==> config.mk <==
export PLATFORM = sky130hd
export DESIGN_NAME = scan_dr_sequencer_flat
export DESIGN_NICKNAME = d
export VERILOG_FILES = /design/src/rtl/jtag_pkg.sv /design/src/rtl/scan_dr_sequencer_if.sv /design/src/rtl/byte_fifo.sv /design/src/rtl/scan_dr_sequencer.sv /design/src/flat_wrapper.sv
export SDC_FILE = /design/constraint.sdc
export NUM_CORES = 1
export LEC_CHECK = 0
export ABC_CLOCK_PERIOD_IN_PS = 3300
export BUFFER_PORTS_ARGS = -buffer_cell sky130_fd_sc_hd__buf_2
export CAP_MARGIN = 20
export CORE_MARGIN = 5
export CORE_UTILIZATION = 40
export CTS_CLUSTER_SIZE = 10
export DETAILED_ROUTE_END_ITERATION = 12
export MAX_ROUTING_LAYER = met4
export PLACE_DENSITY_LB_ADDON = 0.05
export SKIP_CTS_REPAIR_TIMING = 1
export SKIP_LAST_GASP = 1
export SLEW_MARGIN = 20
export SYNTH_ARGS = -nofsm -noshare
export SYNTH_HDL_FRONTEND = slang
export SYNTH_HIERARCHICAL = 1
export SYNTH_SLANG_ARGS = --single-unit
export TNS_END_PERCENT = 10
==> constraint.sdc <==
create_clock -name tck -period 3.3 [get_ports tck]
set_clock_uncertainty 0.15 [all_clocks]
set_input_delay 0.165 -clock tck [delete_from_list [all_inputs] [get_ports tck]]
set_output_delay 0.165 -clock tck [all_outputs]
set_load 0.03 [all_outputs]
==> src/rtl/jtag_pkg.sv <==
// rtl/jtag_pkg.sv - shared widths and FSM state type for the JTAG user-DR sequencer
// Purpose : default widths and the scan FSM state encoding shared by the
//           sequencer, its interface and the testbench.
// Ports   : none (package).
package jtag_pkg;

    localparam int DEF_DATA_WIDTH   = 8;
    localparam int DEF_RESULT_WIDTH = 32;
    localparam int DEF_FIFO_DEPTH   = 4;

    // Scan-length counter width; saturates at 2**CNT_WIDTH-1.
    localparam int CNT_WIDTH = 6;

    typedef enum logic [1:0] {
        IDLE   = 2'd0,
        SHIFT  = 2'd1,
        COMMIT = 2'd2
    } scan_state_t;

endpackage

==> src/rtl/scan_dr_sequencer_if.sv <==
// rtl/scan_dr_sequencer_if.sv - character stream and readback result bundle
// Purpose : groups the byte stream to user logic and the result returned by it.
// Ports   : byte_valid/byte_data (sequencer -> user), byte_ready (user -> sequencer),
//           result_valid/result (user -> sequencer).
//           master = sequencer side, slave = user-logic side.
interface scan_dr_sequencer_if
    import jtag_pkg::*;
#(
    parameter int DATA_WIDTH   = DEF_DATA_WIDTH,
    parameter int RESULT_WIDTH = DEF_RESULT_WIDTH
);

    logic                    byte_valid;
    logic [DATA_WIDTH-1:0]   byte_data;
    logic                    byte_ready;
    logic                    result_valid;
    logic [RESULT_WIDTH-1:0] result;

    modport master (
        output byte_valid,
        output byte_data,
        input  byte_ready,
        input  result_valid,
        input  result
    );

    modport slave (
        input  byte_valid,
        input  byte_data,
        output byte_ready,
        output result_valid,
        output result
    );

endinterface

==> src/rtl/byte_fifo.sv <==
// rtl/byte_fifo.sv - small first-word fall-through byte FIFO
// Purpose : buffers committed characters until the user logic accepts them.
// Ports   : clk, rst (async, active-high), push/push_data (write), pop (read),
//           full, empty, head (current front entry, valid when !empty).
module byte_fifo
    import jtag_pkg::*;
#(
    parameter int DATA_WIDTH = DEF_DATA_WIDTH,
    parameter int FIFO_DEPTH = DEF_FIFO_DEPTH
) (
    input  logic                  clk,
    input  logic                  rst,
    input  logic                  push,
    input  logic [DATA_WIDTH-1:0] push_data,
    input  logic                  pop,
    output logic                  full,
    output logic                  empty,
    output logic [DATA_WIDTH-1:0] head
);

    localparam int AW = $clog2(FIFO_DEPTH);

    logic [DATA_WIDTH-1:0] mem [FIFO_DEPTH];
    logic [AW-1:0]         wr_ptr;
    logic [AW-1:0]         rd_ptr;
    logic [AW:0]           count;
    logic                  do_push;
    logic                  do_pop;

    assign full  = (count == (AW+1)'(FIFO_DEPTH));
    assign empty = (count == '0);
    assign head  = mem[rd_ptr];

    // A push into a full FIFO still lands when a pop frees the slot in the same cycle.
    assign do_pop  = pop & ~empty;
    assign do_push = push & (~full | do_pop);

    always_ff @(posedge clk) begin
        if (do_push) begin
            mem[wr_ptr] <= push_data;
        end
    end

    always_ff @(posedge clk or posedge rst) begin
        if (rst) begin
            wr_ptr <= '0;
            rd_ptr <= '0;
            count  <= '0;
        end else begin
            if (do_push) begin
                wr_ptr <= wr_ptr + AW'(1);
            end
            if (do_pop) begin
                rd_ptr <= rd_ptr + AW'(1);
            end
            case ({do_push, do_pop})
                2'b10:   count <= count + (AW+1)'(1);
                2'b01:   count <= count - (AW+1)'(1);
                default: count <= count;
            endcase
        end
    end

endmodule

==> src/rtl/scan_dr_sequencer.sv <==
// rtl/scan_dr_sequencer.sv - JTAG user DR scan sequencer with byte queue and readback
// Purpose : turns DATA_WIDTH-bit user DR scans into queued characters and
//           RESULT_WIDTH-bit scans into readback of the user result word.
// Ports   : tck, test_logic_reset (async, active-high); tdi/tdo serial data;
//           ir_is_user, capture_dr, shift_dr, update_dr TAP qualifiers;
//           bus (master): byte stream out, result in; overflow, bad_scan sticky flags.
module scan_dr_sequencer
    import jtag_pkg::*;
#(
    parameter int DATA_WIDTH   = DEF_DATA_WIDTH,
    parameter int RESULT_WIDTH = DEF_RESULT_WIDTH,
    parameter int FIFO_DEPTH   = DEF_FIFO_DEPTH
) (
    input  logic                 tck,
    input  logic                 test_logic_reset,
    input  logic                 tdi,
    output logic                 tdo,
    input  logic                 ir_is_user,
    input  logic                 capture_dr,
    input  logic                 shift_dr,
    input  logic                 update_dr,
    output logic                 overflow,
    output logic                 bad_scan,
    scan_dr_sequencer_if.master  bus
);

    localparam logic [CNT_WIDTH-1:0] CNT_DATA   = CNT_WIDTH'(DATA_WIDTH);
    localparam logic [CNT_WIDTH-1:0] CNT_RESULT = CNT_WIDTH'(RESULT_WIDTH);
    localparam logic [CNT_WIDTH-1:0] CNT_MAX    = '1;

    scan_state_t             state;
    logic [RESULT_WIDTH-1:0] sr;
    logic [CNT_WIDTH-1:0]    cnt;

    logic                    capture_user;
    logic                    shift_user;
    logic                    update_user;
    logic [RESULT_WIDTH-1:0] capture_value;
    logic                    push;
    logic                    pop;
    logic                    scan_bad;
    logic                    fifo_full;
    logic                    fifo_empty;
    logic [DATA_WIDTH-1:0]   fifo_head;

    // Qualifiers only count while the user instruction is selected.
    assign capture_user  = ir_is_user & capture_dr;
    assign shift_user    = ir_is_user & shift_dr;
    assign update_user   = ir_is_user & update_dr;
    assign capture_value = bus.result_valid ? bus.result : '0;

    // First result bit is on tdo straight after capture, before any shift edge.
    assign tdo = sr[0];

    // Bits enter at the MSB, so an LSB-first character ends up in the top DATA_WIDTH bits.
    assign push     = (state == COMMIT) && (cnt == CNT_DATA);
    assign scan_bad = (state == COMMIT) && (cnt != CNT_DATA) && (cnt != CNT_RESULT);
    assign pop      = bus.byte_valid & bus.byte_ready;

    assign bus.byte_valid = ~fifo_empty;
    assign bus.byte_data  = fifo_empty ? '0 : fifo_head;

    always_ff @(posedge tck or posedge test_logic_reset) begin
        if (test_logic_reset) begin
            state    <= IDLE;
            sr       <= '0;
            cnt      <= '0;
            overflow <= 1'b0;
            bad_scan <= 1'b0;
        end else begin
            if (push && fifo_full && !pop) begin
                overflow <= 1'b1;
            end
            if (scan_bad) begin
                bad_scan <= 1'b1;
            end
            case (state)
                IDLE: begin
                    if (capture_user) begin
                        sr    <= capture_value;
                        cnt   <= '0;
                        state <= SHIFT;
                    end
                end
                SHIFT: begin
                    // A fresh capture abandons the scan in progress without committing.
                    if (capture_user) begin
                        sr  <= capture_value;
                        cnt <= '0;
                    end else if (update_user) begin
                        state <= COMMIT;
                    end else if (shift_user) begin
                        sr <= {tdi, sr[RESULT_WIDTH-1:1]};
                        if (cnt != CNT_MAX) begin
                            cnt <= cnt + CNT_WIDTH'(1);
                        end
                    end
                end
                COMMIT: begin
                    state <= IDLE;
                end
                default: begin
                    state <= IDLE;
                end
            endcase
        end
    end

    byte_fifo #(
        .DATA_WIDTH (DATA_WIDTH),
        .FIFO_DEPTH (FIFO_DEPTH)
    ) u_byte_fifo (
        .clk       (tck),
        .rst       (test_logic_reset),
        .push      (push),
        .push_data (sr[RESULT_WIDTH-1 -: DATA_WIDTH]),
        .pop       (pop),
        .full      (fifo_full),
        .empty     (fifo_empty),
        .head      (fifo_head)
    );

endmodule

==> src/flat_wrapper.sv <==
// flat-port wrapper written by rule: the top's interface ports become plain ports
module scan_dr_sequencer_flat import jtag_pkg::*;
#(
    parameter int DATA_WIDTH   = DEF_DATA_WIDTH,
    parameter int RESULT_WIDTH = DEF_RESULT_WIDTH,
    parameter int FIFO_DEPTH   = DEF_FIFO_DEPTH
)
  (tck, test_logic_reset, tdi, tdo, ir_is_user, capture_dr, shift_dr, update_dr, overflow, bad_scan, bus_byte_valid, bus_byte_data, bus_byte_ready, bus_result_valid, bus_result);
  scan_dr_sequencer_if #(.DATA_WIDTH(DATA_WIDTH), .RESULT_WIDTH(RESULT_WIDTH)) bus_i ();
  input  logic tck;
  input  logic test_logic_reset;
  input  logic tdi;
  output logic tdo;
  input  logic ir_is_user;
  input  logic capture_dr;
  input  logic shift_dr;
  input  logic update_dr;
  output logic overflow;
  output logic bad_scan;
  output wire logic [$bits(bus_i.byte_valid)-1:0] bus_byte_valid;
  output wire logic [$bits(bus_i.byte_data)-1:0] bus_byte_data;
  input wire logic [$bits(bus_i.byte_ready)-1:0] bus_byte_ready;
  input wire logic [$bits(bus_i.result_valid)-1:0] bus_result_valid;
  input wire logic [$bits(bus_i.result)-1:0] bus_result;
  assign bus_byte_valid = bus_i.byte_valid;
  assign bus_byte_data = bus_i.byte_data;
  assign bus_i.byte_ready = bus_byte_ready;
  assign bus_i.result_valid = bus_result_valid;
  assign bus_i.result = bus_result;
  scan_dr_sequencer #(.DATA_WIDTH(DATA_WIDTH), .RESULT_WIDTH(RESULT_WIDTH), .FIFO_DEPTH(FIFO_DEPTH)) u_core (.tck(tck), .test_logic_reset(test_logic_reset), .tdi(tdi), .tdo(tdo), .ir_is_user(ir_is_user), .capture_dr(capture_dr), .shift_dr(shift_dr), .update_dr(update_dr), .overflow(overflow), .bad_scan(bad_scan), .bus(bus_i));
endmodule
* Word-level counts from Yosys, hierarchy flattened
Memories as Yosys holds them, arrays and structs flattened. Cells that the tools add are included. W data, S select, Z words.
Storage, ports and cells: latch bits 0, bits in registers 49, bits in writable memories 32, memories 1, memory bits (read-only) 0
Memory list:
- u_core.u_byte_fifo.mem | words 4, width 8, read ports 1, clocked after Yosys merged registers in 0, write ports 1, RTL line byte_fifo.sv:23 | logic [DATA_WIDTH-1:0] mem [FIFO_DEPTH];
Cells by class: reduce and logical (&&, ||, !) cells 13, order comparisons 0, div/mod/pow operators 0, add/subtract/negate cells 5, bitwise logic cells 9, mux-type cells 20, $mul 0, eq/ne operators 15, shifts and indexed selects 0
Operators with widths (number):
- $mux W32 | 5
- $pmux W32 S2 | 1
- $mux W6 | 5
- $ne A6 B6 Y1 const B | 2
- $pmux W6 S2 | 1
- $mux W8 | 1
- $add A6 B1 Y6 const B | 1
- $and A1 B1 Y1 | 6
- $eq A6 B4 Y1 const B | 1
- $mux W2 | 3
- $ne A3 B1 Y1 const B | 2
- $ne A6 B4 Y1 const B | 1
- $pmux W3 S2 | 1
- $logic_and A1 B1 Y1 | 5
- $reduce_and A5 Y1 | 1
- $add A2 B1 Y2 const B | 2
- $eq A2 B1 Y1 const B | 2
- $eq A2 B2 Y1 const B | 2
- $ne A2 B1 Y1 const B | 2
- $pmux W2 S2 | 1
- $reduce_and A4 Y1 | 1
- $reduce_bool A2 Y1 | 2
- $add A3 B1 Y3 const B | 1
- $eq A3 B3 Y1 const B | 1
- other kinds (10) | 12

* Depth between registers and ports, before layout
Gate-level depths: netlist of the first run.
word-level depth 8, depth in mapped cells 10, mapped depth without buffers 9

* Modules after synthesis
Netlist of the first run, hierarchy kept.
Modules (own cells, without submodules):
- scan_dr_sequencer | seq. area each 1051.0 um^2, area an instance 2122.0 um^2, cells an instance 247, instances 1
- byte_fifo | seq. area each 1136.1 um^2, area an instance 1675.4 um^2, cells an instance 96, instances 1

* Least setup slack after synthesis of the first run
Ideal clock, no wire load.
path type register -> register, start point reg u_core.u_byte_fifo.count[0], end point reg u_core.u_byte_fifo.count[2], data required time 3081 ps, path buffers 1, path slack 756 ps, arrival 2325 ps, stages on the path, launching flop included 10, setup time 69 ps, cell sequence dfrtp_1 > nor3_1 > nor2b_1 > buf_6 > nand2b_1 > or2_2 > fa_1 > nand3b_1 > or3_2 > nand3_1
Between the ends: word-level cells in the longest chain between the ends 8
RTL lines:
- from (decl) | RTL line byte_fifo.sv:26 | logic [AW:0] count;
- from (signal assigned) | RTL line byte_fifo.sv:57 | 2'b10: count <= count + (AW+1)'(1);
- from (signal assigned) | RTL line byte_fifo.sv:58 | 2'b01: count <= count - (AW+1)'(1);
- from (signal assigned) | RTL line byte_fifo.sv:59 | default: count <= count;
- $logic_not A3 Y1 (*) | RTL line byte_fifo.sv:31 | assign empty = (count == '0);
- net u_core.fifo_empty | RTL line scan_dr_sequencer.sv:43 | logic fifo_empty;
- $not A1 Y1 (*) | RTL line scan_dr_sequencer.sv:60 | assign bus.byte_valid = ~fifo_empty;
- $and A1 B1 Y1 (*) | RTL line scan_dr_sequencer.sv:58 | assign pop = bus.byte_valid & bus.byte_ready;
- net u_core.pop | RTL line scan_dr_sequencer.sv:40 | logic pop;
- $and A1 B1 Y1 (*) | RTL line byte_fifo.sv:35 | assign do_pop = pop & ~empty;
- $or A1 B1 Y1 | RTL line byte_fifo.sv:36 | assign do_push = push & (~full | do_pop);
- $and A1 B1 Y1 | RTL line byte_fifo.sv:36
- $eq A2 B1 Y1 / $eq A2 B2 Y1 (equally long branches) | RTL line byte_fifo.sv:56 | case ({do_push, do_pop})
- $pmux W3 S2 / $reduce_bool A2 Y1 (equally long branches)
Mark *: on every way through the listed nets, which the timed path passes. The rest lies on a longest branch. A chain may end at the register's enable or synchronous reset.

* Final worst setup path of the first run
start point in update_dr, end point reg u_core.sr[31]
Between the ends: word-level cells in the longest chain between the ends 3
RTL lines:
- from (decl) | RTL line flat_wrapper.sv:17 | input logic update_dr;
- $and A1 B1 Y1 | RTL line scan_dr_sequencer.sv:49 | assign update_user = ir_is_user & update_dr;
- $ne A3 B2 Y1 (no source line)
- $reduce_and A4 Y1 (no source line)
- to (signal assigned) | RTL line scan_dr_sequencer.sv:80 | sr <= capture_value;
- to (signal assigned) | RTL line scan_dr_sequencer.sv:88 | sr <= capture_value;
- to (signal assigned) | RTL line scan_dr_sequencer.sv:93 | sr <= {tdi, sr[RESULT_WIDTH-1:1]};
- to (decl) | RTL line scan_dr_sequencer.sv:32 | logic [RESULT_WIDTH-1:0] sr;
No other way between the ends.

==> flow_results.org, run 1 <==
** Status
- Run status :: complete, but fails checks
- Failing checks :: negative hold slack

** Yosys
- After synthesis, the share of flip-flops with an asynchronous set or reset is 60.5%.
- Cell variety after synth :: 45
- Count of flip-flops with a built-in enable after synthesis :: 32
- In the post-synthesis netlist, the biggest area contributors are dfrtp_1 (32%), edfxtp_1 (25%), a31oi_1 (5.6%), mux4_2 (4.7%), nand3_1 (4.5%).
- Most used flip-flop cell after synthesis :: dfrtp_1
- Sequential-to-total area share from yosys stat :: between 50% and 60%
- Counting every net in the synthesized netlist gives 391.
- Most instantiated cells after synthesis :: dfrtp_1 (49), nand2_1 (40), nor2_1 (39)
- The synthesized design contains 81 register bits.
- The cell area that synthesis handed to floorplanning was 0.00380 mm².
- Dividing the synthesized area by the synthesized cell count gives 11.1 µm².
- The top cell type by area accounts for 32.3% of the synthesized area.
- Number of warnings reported in the yosys synthesis log :: 6
- Among all cell types in the netlist, the one instantiated most often is dfrtp_1.
- Biggest area consumer among synthesized cells :: dfrtp_1
- Post-Synthesis Cells :: 343

** Layout
- Of the cells placed in the final design, the portion with a size suffix greater than 1 is 22.2%.
- Antenna diodes :: 0
- Final Core Density :: between 50% and 60%
- Area Growth Syn to Fin :: 24.7%
- Number of nets in the layout :: between 400 and 500

** Clock network
- In this run the clock root is driven by a clkbuf_8.
- The longest clock path from root to sink contains 2 buffers.
- In this run the number of H-tree levels came out at 3.
- Register clock-pin slew on the reported worst setup and hold paths :: 0.09 ns
- The clock net in this run drives a total of between 80 and 90 sinks.
- Clk_lat worst skew :: 0.34 ns
- TritonCTS clock tree :: yes
- Number of buffers added by the clock tree synthesis step :: 9

** Worst setup path
- Critical-path maximum fanout :: between 60 and 70
- Required time reported for the critical path endpoint :: about 3.4 ns
- Critical Path Source Type :: primary input
- Among the stages of the critical path, the cell type that occurs most often is dlygate4sd3_1.
- The critical path is of the in -> reg type.
- The slowest stage of the critical path belongs to the cell dlygate4sd3_1.
- The largest single stage delay on the critical path is 0.59 ns.
- Data arrival at the endpoint of the critical path :: 2.55 ns
- Series of cell instances along the critical path :: dlygate4sd3_1, buf_2, nand3b_1, a21oi_4, buf_4, a31oi_1, dlygate4sd3_1
- Critical Path End Type :: flip-flop

** STA
- Final number of hold-violating endpoints :: 1
- For the final routed database, the setup TNS stands at 0 ns.
- Setup violators final :: 0
- Setup repair after global routing missed its margin :: no
- The final max-slew violation count is 0.
- Shortest period the worst path allows :: approximately 2.5 ns
- Max Fclk :: 406 MHz
- Measured against its own limit, the worst slew margin works out to 58.9%.
- Worst Hold Slack :: -0.0151 ns
- For the pin with the worst max-slew slack, the measured transition is 0.616 ns.
- Dividing the final minimum period by the clock period gives 74.7%.

** Floorplanning
- In this run the core area contains 35 standard-cell rows.
- Io pins :: 53
- Total die area :: 0.0115 mm²
- Area of the core :: 0.00924 mm²
- Die outline width :: 107 µm
- Starting utilization of the core area :: about 41%
- The die is around 110 µm tall.

** Detailed routing
- Wires add up to 7740 µm.
- For this block, the via count after detailed routing is between 2000 and 3000.
- Mean number of vias per cell :: 4.92
- For this run, design rule violations remaining after detail routing come to 0.
- Number of search-and-repair iterations in the first detailed-routing pass :: 4
- Residual antenna-violating net count after detailed routing :: 0
- WL/cell :: 13.8 µm
- Number of DRC violations after detailed-routing iteration 0 :: 145

** Run
- Max-cap violations :: 0

** GRT
- Summed over all layers, the global routing overflow is 0.
- Pin count of the biggest net entering global routing :: between 60 and 70
- The via count of the first global-routing pass is 2501.
- Number of antenna violations at the first check in global routing :: 0
- Global routing used 13.8% of the available tracks across all layers.
- Global-route wire length before repair :: 12300 µm

** Placed design
- The count of buffers added on input and output ports is 52.
- HPWL after DPL :: 4890 µm
- RD Place Congestion :: approximately 0.73

** Pwr
- IR analysis of the VDD net gives a maximum drop of ~0.00027 V.
- Static leakage :: 1.93 nW
- P per Cell Area :: between 600 and 700 mW/mm²

** Min path
- Min-Delay Path Class :: in -> reg
-- cell type report --
type	count	area [µm²]
Fill cell	868	4500
Clock inverter	7	83.8
Sequential cell	81	2190
Multi-Input combinational cell	227	1460
Tap cell	129	161
Clock buffer	9	124
Timing Repair Buffer	95	673
Inverter	13	48.8
-- worst max-delay path, delay by kind of cell --
family,cells,cell delay (ns)
AOI/OAI and AO/OA,2,0.34
and+or+nand+nor,1,0.26
buffers and inverters,4,1.74
-- per-layer routing --
layer	vias to the layer above	global-route usage, %	wire length [µm]
met1	1314	18.9	3700
met3	7	2.40	245
met2	49	21.3	3720
met4	0	4.15	67
li1	1388	-	-
met5	-	-	0
-- logic make-up after synthesis --
family,after synthesis,share of synthesized area [%]
flops,81,57.6
compound gates,57,10.1
mux,10,5.40
buf+inv,35,4.38
simple gates,147,18.6
xor+xnor,6,1.38
fa+ha+maj,7,2.50
-- metrics by stage --
stage / hold WS (ns) / cell area (µm²) / std cells / power [W] / setup WS [ns]
2_1_floorplan: -0.182 / 3800 / 343 / 0.00195 / 0.756
3_3_place_gp: -0.124 / 4170 / 509 / 0.00215 / 1.04
3_5_place_dp: -0.123 / 4170 / 509 / 0.00217 / 0.967
4_1_cts: -0.504 / 4380 / 525 / 0.00292 / 0.930
5_1_grt: 0.00665 / 4740 / 561 / 0.00310 / 0.717
6_report: -0.0151 / 4740 / 561 / 0.00292 / 0.835
-- placed cells by master (no fill, tap or decap), types with 8 or more instances in the layout --
cell,n
a31oi_1,34
buf_2,52
clkbuf_8,9
dfrtp_1,49
dlygate4sd3_1,36
edfxtp_1,32
inv_1,12
mux4_2,8
nand2_1,40
nand3_1,34
nor2_1,39
nor2b_1,10
-- power by group --
| group | switching (W) | internal, W |
|---|---|---|
| registers | 0.000158 | 0.00119 |
| logic | 0.000451 | 0.000369 |
| clock network | 0.000388 | 0.000364 |
| total | 0.000996 | 0.00192 |
-- final timing paths --
check	startpoint	endpoint	slack [ns]	depth (start not counted)
max in group asynchronous	test_logic_reset	u_core/sr[21]	2.25	4
min in group asynchronous	test_logic_reset	u_core/cnt[0]	0.06	3
min reg2reg	u_core/overflow	u_core/overflow	0.32	1
max reg2reg	u_core/cnt[0]	u_core/u_byte_fifo/count[2]	0.94	10
max	update_dr	u_core/sr[31]	0.84	7
min	ir_is_user	u_core/state[0]	-0.02	4
-- registers in the layout, summed over array words and instances (netlist names) --
name / cells
u_core/bad_scan: 1
u_core/cnt: 6
u_core/overflow: 1
u_core/sr: 32
u_core/state: 2
u_core/u_byte_fifo/count: 3
u_core/u_byte_fifo/mem: 32
u_core/u_byte_fifo/rd_ptr: 2
u_core/u_byte_fifo/wr_ptr: 2
Note: power is estimated with default switching activity, not from simulation.
==> run 2, diff against run 1 <==
--- a/config.mk
+++ b/config.mk
@@ -5,7 +5,7 @@
 export SDC_FILE = /design/constraint.sdc
 export NUM_CORES = 1
 export LEC_CHECK = 0
-export ABC_CLOCK_PERIOD_IN_PS = 3300
+export ABC_CLOCK_PERIOD_IN_PS = 2300
 export BUFFER_PORTS_ARGS = -buffer_cell sky130_fd_sc_hd__buf_2
 export CAP_MARGIN = 20
 export CORE_MARGIN = 5
==> constraint.sdc (replaced) <==
create_clock -name tck -period 2.3 [get_ports tck]
set_clock_uncertainty 0.15 [all_clocks]
set_input_delay 0.115 -clock tck [delete_from_list [all_inputs] [get_ports tck]]
set_output_delay 0.115 -clock tck [all_outputs]
set_load 0.03 [all_outputs]
==> run 2 against run 1 <==
Against the previous run:
- the run now ends clean
- first-iteration DRC count decreased by 4.8%
- die area is the same
- cell area increased by 2.4%
- largest cell class unchanged
- register-to-register slack got worse by 0.78 ns
- sequential share of layout area is 1.1 points lower
- combinational power is 52% higher
- via count increased by 1.5%
- hold slack improved by 0.077 ns
- non-clock buffer count increased by 7
==> flow_results.org, run 2 (synthesis gave the netlist of run 1 again) <==
** Status
- Run status :: finished, final reports clean

** Worst setup path
- The largest individual stage delay along the critical path comes from the cell dlygate4sd3_1.
- Slowest cell delay on critical path :: 0.56 ns (-0.03 ns)
- Grouping stages by cell kind, the critical path spends the most delay in buffers and inverters.
- STA classifies the critical path endpoint as a flip-flop.
- The critical path is of the in -> reg type.
- The combined buffer and inverter count along the critical path is 4 (unchanged).
- The most numerous cell type found on the critical path is dlygate4sd3_1.
- Critical Path Source Type :: primary input
- Series of cell instances along the critical path :: dlygate4sd3_1, buf_2, nand3b_1, a21oi_4, buf_12, nor2_1, a31oi_1, dlygate4sd3_1
- Critical-path maximum fanout :: 65 (unchanged)
- The critical path data arrival time is 2.29 ns (-0.26 ns).
- Required time reported for the critical path endpoint :: 2.43 ns (-0.95 ns)
- Path depth of the worst reg2reg path :: 9 (-1)
- Logic depth of the worst path, buffers included :: 8 (+1)

** Layout
- The library cells used most frequently in the layout, excluding fill and tap cells, are buf_2 (52), dfrtp_1 (48), nand2_1 (40), dlygate4sd3_1 (39), nor2_1 (39).
- Leaving out fill and tap cells, the most frequent cell in the layout is buf_2.
- The post-layout instance area is 0.00485 mm² (+2.4%).
- Filler Cells Inserted :: 847 (-2.4%)
- Layout cells sized above 1 :: 23.2% (+1.0 points)
- The final layout net count was 482 (+1.5%).
- Regs by FF count :: u_core/sr: 32 flops, u_core/u_byte_fifo/mem: 32 flops, u_core/cnt: 6 flops
- Antenna diodes :: 0 (unchanged)
- Area Growth Syn to Fin :: 27.7%
- Final Core Density :: 52.5% (+1.2 points)

** Clock network
- The insertion delay to the later sink of the worst-skew pair is 0.34 ns (about the same).
- CTS placed an instance of clkbuf_8 at the clock tree root.
- Clock Path Buffers :: 2 (unchanged)
- TritonCTS clock tree :: yes
- Clock sink total :: 81 (unchanged)
- Register clock-pin slew on the reported worst setup and hold paths :: 0.09 ns (about the same)
- The CTS buffer count is 9 (unchanged).
- Htree depth :: 3 (unchanged)

** Pwr
- The worst-case vdd ir drop was 0.000320 V (+19%).
- Static leakage :: 1.99 nW (+3.0%)
- Cell internal power dissipation :: 0.00292 W (+52%)
- Proportion of power drawn by the clock network :: 27.5% (+1.7 points)
- Switching portion of total power :: 32.9% (-1.2 points)
- Sequential fraction of design power :: 43.8% (-2.3 points)
- P per Cell Area :: 898 mW/mm² (+46%)
- The portion of total power attributed to combinational logic is 28.8% (+0.7 points).
- The switching power of the nets came to 0.00143 W (+44%).

** Min path
- The worst hold path belongs to the class in -> reg.
- The hold-critical path depth came to 4 (unchanged).

** Floorplanning
- # rows :: 35 (unchanged)
- Die Y :: 107 µm (unchanged)
- Area of the core :: 0.00924 mm² (unchanged)
- Starting utilization of the core area :: 41.1% (unchanged)
- Io pins :: 53 (unchanged)
- Total die area :: 0.0115 mm² (unchanged)
- The overall die width was 107 µm (unchanged).

** STA
- Count of pins over their slew limit :: 0 (unchanged)
- Max-slew headroom at the worst pin :: 61.6% (+2.7 points)
- The actual slew at the worst max-slew pin came to 0.575 ns (-0.0409 ns).
- Final Cycle Share :: 94.0%
- The worst path in the final design needs a cycle of 2.16 ns, including I/O delays and setup.
- Timing would allow up to 463 MHz.
- Setup repair after global routing left no endpoint under its margin.
- The setup total negative slack is 0 ns (unchanged).
- Setup violators final :: 0 (unchanged)
- Crit path setup slack, layout :: 0.139 ns (-0.697 ns)
- The number of endpoints with negative hold slack in the final report was 0 (-1).

** Placed design
- The placer's final routability congestion estimate came to 0.798 (+8.7%).
- The placed instance area came to 0.00423 mm² (+1.4%).
- The number of port buffers was 52 (unchanged).
- The worst slack at placement is 0.136 ns (-0.832 ns).
- HPWL after DPL :: 4980 µm (+1.7%)

** GRT
- The global-route wire length before repair came to 12800 µm (+3.8%).
- Number of global-route vias before repair :: 2647 (+5.8%)
- Number of antenna violations at the first check in global routing :: 0 (unchanged)
- The combined global-route utilization of all metal layers is 14.2% (+0.36 points).
- Pin count of the biggest net entering global routing :: 66 (unchanged)
- Overflow left after global routing :: 0 (unchanged)

** Detailed routing
- Number of DRC violations after detailed-routing iteration 0 :: 138 (-4.8%)
- Total number of vias :: 2798 (+1.5%)
- Number of search-and-repair iterations in the first detailed-routing pass :: 4 (unchanged)
- Mean number of vias per cell :: 4.93 (+0.20%)
- Residual antenna-violating net count after detailed routing :: 0 (unchanged)
- The number of DRC violations after detailed routing was 0 (unchanged).
- The average routed wire per standard cell came to 13.7 µm (-0.38%).
- Detailed Route WL :: 7800 µm (+0.87%)

** Run
- The number of max-cap violations came to 0 (unchanged).
-- run 2: cell count changes in the layout (fill, tap and decap cells not counted) --
cell | before | now
clkinv_4 | 1 | 0
buf_12 | 0 | 2
buf_4 | 7 | 9
bufinv_16 | 1 | 2
dfrtp_2 | 0 | 1
nor3_2 | 0 | 1
clkinvlp_4 | 1 | 0
dlygate4sd3_1 | 36 | 39
dfrtp_1 | 49 | 48
inv_6 | 3 | 4
nor3_1 | 1 | 0
-- run 2: worst paths after layout --
check | slack, ns | from | endpoint
min | 0.06 | bus_byte_ready | u_core/u_byte_fifo/rd_ptr[0]
max | 0.14 | update_dr | u_core/sr[31]
max reg2reg | 0.16 | u_core/cnt[0] | u_core/u_byte_fifo/count[1]
min reg2reg | 0.31 | u_core/overflow | u_core/overflow
min in group asynchronous | 0.09 | test_logic_reset | u_core/overflow
max in group asynchronous | 1.44 | test_logic_reset | u_core/sr[27]
-- run 2: layer usage --
metal | part of all wire [%] | up-vias | global-route usage, %
met5 | 0 | - | -
met4 | 0.83 | 0 | 5.14
met3 | 3.8 | 5 | 2.10
met2 | 47 | 55 | 20.8
met1 | 49 | 1343 | 20.1
li1 | - | 1395 | -
-- run 2: area by class of cell --
class                      instances  area [µm²]  share of cell area, %
clock buffer                       9         124                   2.55
clock inverter                     7         106                   2.19
inverter                          13        48.8                   1.01
multi-input combinational        227        1460                   30.2
sequential                        81        2190                   45.1
tap                              129         161                   3.33
timing repair buffer             102         758                   15.6
-- run 2: power by group through the flow --
| stage | Combinational, W | Clock [W] | Sequential [W] |
|---|---|---|---|
| floorplan | 0.000938 | 0 | 0.00186 |
| global placement | 0.00120 | 0 | 0.00194 |
| finish | 0.00125 | 0.00120 | 0.00191 |
| CTS | 0.00121 | 0.00122 | 0.00191 |
| detailed placement | 0.00121 | 0 | 0.00194 |
| global route | 0.00139 | 0.00129 | 0.00195 |
-- run 2: worst reg2reg max path, delay by kind of cell (launching register included) --
kind            cells  cell delay (ns)
buf+inv             2             0.11
fa+ha+maj           2             0.69
compound gates      2             0.25
simple gates        3             0.46
flops               1             0.37
-- run 2: per-stage QoR --
step | power (W) | instances | hold WS [ns]
floorplan | 0.00280 | 343 | -0.232
global placement | 0.00314 | 513 | -0.0942
detailed placement | 0.00316 | 513 | -0.0946
CTS | 0.00435 | 529 | -0.481
global route | 0.00463 | 568 | 0.0708
finish | 0.00435 | 568 | 0.0615
==> run 3, diff against run 2 <==
--- a/config.mk
+++ b/config.mk
@@ -12,11 +12,10 @@
 export CORE_UTILIZATION = 40
 export CTS_CLUSTER_SIZE = 10
 export DETAILED_ROUTE_END_ITERATION = 12
-export MAX_ROUTING_LAYER = met4
 export PLACE_DENSITY_LB_ADDON = 0.05
 export SKIP_CTS_REPAIR_TIMING = 1
 export SKIP_LAST_GASP = 1
-export SLEW_MARGIN = 20
+export SLEW_MARGIN = 0
 export SYNTH_ARGS = -nofsm -noshare
 export SYNTH_HDL_FRONTEND = slang
 export SYNTH_HIERARCHICAL = 1
==> run 3 against run 2 <==
Against the previous run:
- cell area stayed put
- via count rose by 0.29%
- wire length rose by 0.23%
- core utilization stayed put
- non-clock buffer count unchanged
- combinational power about the same
- die area is the same
- sequential power hardly changed
- clock power hardly changed
- sequential cell count did not move
- highest routed layer unchanged
==> flow_results.org, run 3 (synthesis gave the netlist of run 1 again) <==
** GRT
- The pin count of the biggest net entering global routing was 66 (unchanged).
- The leftover overflow at the end of global routing was 0 (unchanged).
- The via count of the first global-routing pass came to 2646 (-0.038%).
- Global-route wire length before repair :: 12800 µm (about the same)
- Total track usage :: 13.8% (-0.41 points)
- The initial antenna violation count is 0 (unchanged).

** Clock network
- Clk_lat worst skew :: 0.34 ns (about the same)
- TritonCTS built the clock tree.
- Clock sink total :: 81 (unchanged)
- The maximum buffer depth of the clock tree is 2 (unchanged).
- The CTS buffer count is 9 (unchanged).
- The root buffer cell chosen for the clock tree is clkbuf_8.
- The count of H-tree levels built during CTS was 3 (unchanged).
- Register clock-pin slew on the reported worst setup and hold paths :: 0.09 ns (about the same)

** Detailed routing
- Detailed Route WL :: 7820 µm (+0.23%)
- The number of DRC violations after detailed routing is 0 (unchanged).
- The number of vias in the routed layout came to 2806 (+0.29%).
- The DRC violation total after the first TritonRoute iteration came to 124 (-10%).
- Residual antenna-violating net count after detailed routing :: 0 (unchanged)
- WL/cell :: 13.8 µm (+0.23%)
- Number of search-and-repair iterations in the first detailed-routing pass :: 5 (+1)
- The via density per instance is 4.94 (+0.29%).

** STA
- Transition at the pin with the smallest max-transition slack :: 0.567 ns (-0.00845 ns)
- Count of pins over their slew limit :: 0 (unchanged)
- Setup repair after global routing left no endpoint under its margin.
- The period utilization is 93.9% (about the same).
- The max-slew headroom at the worst pin was 62.2% (+0.56 points).
- Worst Hold Slack :: 0.0609 ns (-0.000577 ns)
- The setup total negative slack came to 0 ns (unchanged).
- The upper clock frequency limit came to 463 MHz (about the same).
- The number of setup violations in the final report came to 0 (unchanged).
- Final number of hold-violating endpoints :: 0 (unchanged)
- The final critical delay including setup and external delays was 2.16 ns (-0.00193 ns).

** Pwr
- P per Cell Area :: 897 mW/mm² (about the same)
- The worst-case vdd ir drop was 0.000320 V (about the same).
- The leakage power total came to 1.99 nW (unchanged).

** Layout
- Leaving out fill and tap cells, the most frequent cell in the layout is buf_2.
- Antenna diodes :: 0 (unchanged)
- Area Growth Syn to Fin :: 27.7% (unchanged)
- The library cells used most frequently in the layout, excluding fill and tap cells, are buf_2 (52), dfrtp_1 (48), nand2_1 (40), dlygate4sd3_1 (39), nor2_1 (39).
- The fraction of final layout cells sized beyond drive strength 1 is 23.2% (unchanged).
- The largest registers in the layout are u_core/sr: 32 flops, u_core/u_byte_fifo/mem: 32 flops, u_core/cnt: 6 flops.
- Fin area :: 0.00485 mm² (unchanged)
- The fill cell total of the finished layout came to 847 (unchanged).
- Number of nets in the layout :: 482 (unchanged)

** Floorplanning
- Die Y :: 107 µm (unchanged)
- The standard-cell row count came to 35 (unchanged).
- Total die area :: 0.0115 mm² (unchanged)
- Area of the core :: 0.00924 mm² (unchanged)
- Starting utilization of the core area :: 41.1% (unchanged)
- The top-level port count came to 53 (unchanged).
- The overall die width was 107 µm (unchanged).

** Placed design
- The detailed placement HPWL is 4980 µm (unchanged).
- Count of buffers inserted at the top-level ports :: 52 (unchanged)
- The placer's final routability congestion estimate is 0.787 (-1.4%).
- DP Area :: 0.00423 mm² (unchanged)

** Run
- Max-cap violations :: 0 (unchanged)

** Status
- The flow ran to the end, and the final reports show no timing, DRC or antenna violations.

** Worst setup path
- Critical Path End Type :: flip-flop
- The worst setup path is launched from a primary input.
- Required time reported for the critical path endpoint :: 2.43 ns (about the same)
- The largest fanout of any net on the critical path came to 65 (unchanged).
- The critical path data arrival time came to 2.29 ns (about the same).
- Class of the most critical setup path :: in -> reg

** Min path
- The path class of the tightest hold or removal check is in -> reg.
-- run 3: cell counts in the layout (fill, tap and decap cells not counted) --
No cell type changed its count.
-- run 3: layout make-up --
cell class / count / area (µm²) / area share, %
Clock inverter: 7 / 106 / 2.19
Clock buffer: 9 / 124 / 2.55
Tap cell: 129 / 161 / 3.33
Multi-Input combinational cell: 227 / 1460 / 30.2
Timing Repair Buffer: 102 / 758 / 15.6
Sequential cell: 81 / 2190 / 45.1
Inverter: 13 / 48.8 / 1.01
-- run 3: worst paths after layout --
| kind | end | depth (start not counted) | from | slack, ns |
|---|---|---|---|---|
| setup / recovery | u_core/sr[31] | 8 | update_dr | 0.14 |
| hold / removal | u_core/u_byte_fifo/rd_ptr[0] | 4 | bus_byte_ready | 0.06 |
| setup reg to reg | u_core/u_byte_fifo/count[1] | 9 | u_core/cnt[0] | 0.15 |
| hold reg to reg | u_core/overflow | 1 | u_core/overflow | 0.31 |
| max in group asynchronous | u_core/sr[27] | 4 | test_logic_reset | 1.44 |
| min in group asynchronous | u_core/overflow | 3 | test_logic_reset | 0.09 |
-- run 3: critical path: stages --
cell	delay, ns
dlygate4sd3_1	0.53
buf_2	0.13
nand3b_1	0.25
a21oi_4	0.22
buf_12	0.27
nor2_1	0.06
a31oi_1	0.14
dlygate4sd3_1	0.56
-- run 3: through the flow --
stage | cells | total power, W | setup slack (ns) | utilization (%)
floorplan | 343 | 0.00280 | 0.0158 | -
global placement | 513 | 0.00314 | 0.183 | 45.8
detailed placement | 513 | 0.00316 | 0.136 | 45.8
CTS | 529 | 0.00435 | 0.0497 | 48.2
global route | 568 | 0.00463 | 0.00728 | 52.5
finish | 568 | 0.00435 | 0.140 | 52.5
-- run 3: layer usage --
| layer | part of all wire [%] | track usage, % | wire, µm |
|---|---|---|---|
| met1 | 48 | 19.6 | 3740 |
| met2 | 47 | 20.9 | 3680 |
| met3 | 4.3 | 2.64 | 334 |
| met4 | 0.83 | 5.14 | 65 |
| met5 | 0 | 0 | 0 |
-- run 3: power by group --
| group | internal [W] | switching (W) | leakage, nW |
|---|---|---|---|
| logic | 0.000576 | 0.000676 | 1.00 |
| clock network | 0.000635 | 0.000558 | 0.117 |
| registers | 0.00171 | 0.000196 | 0.870 |
| total | 0.00292 | 0.00143 | 1.99 |
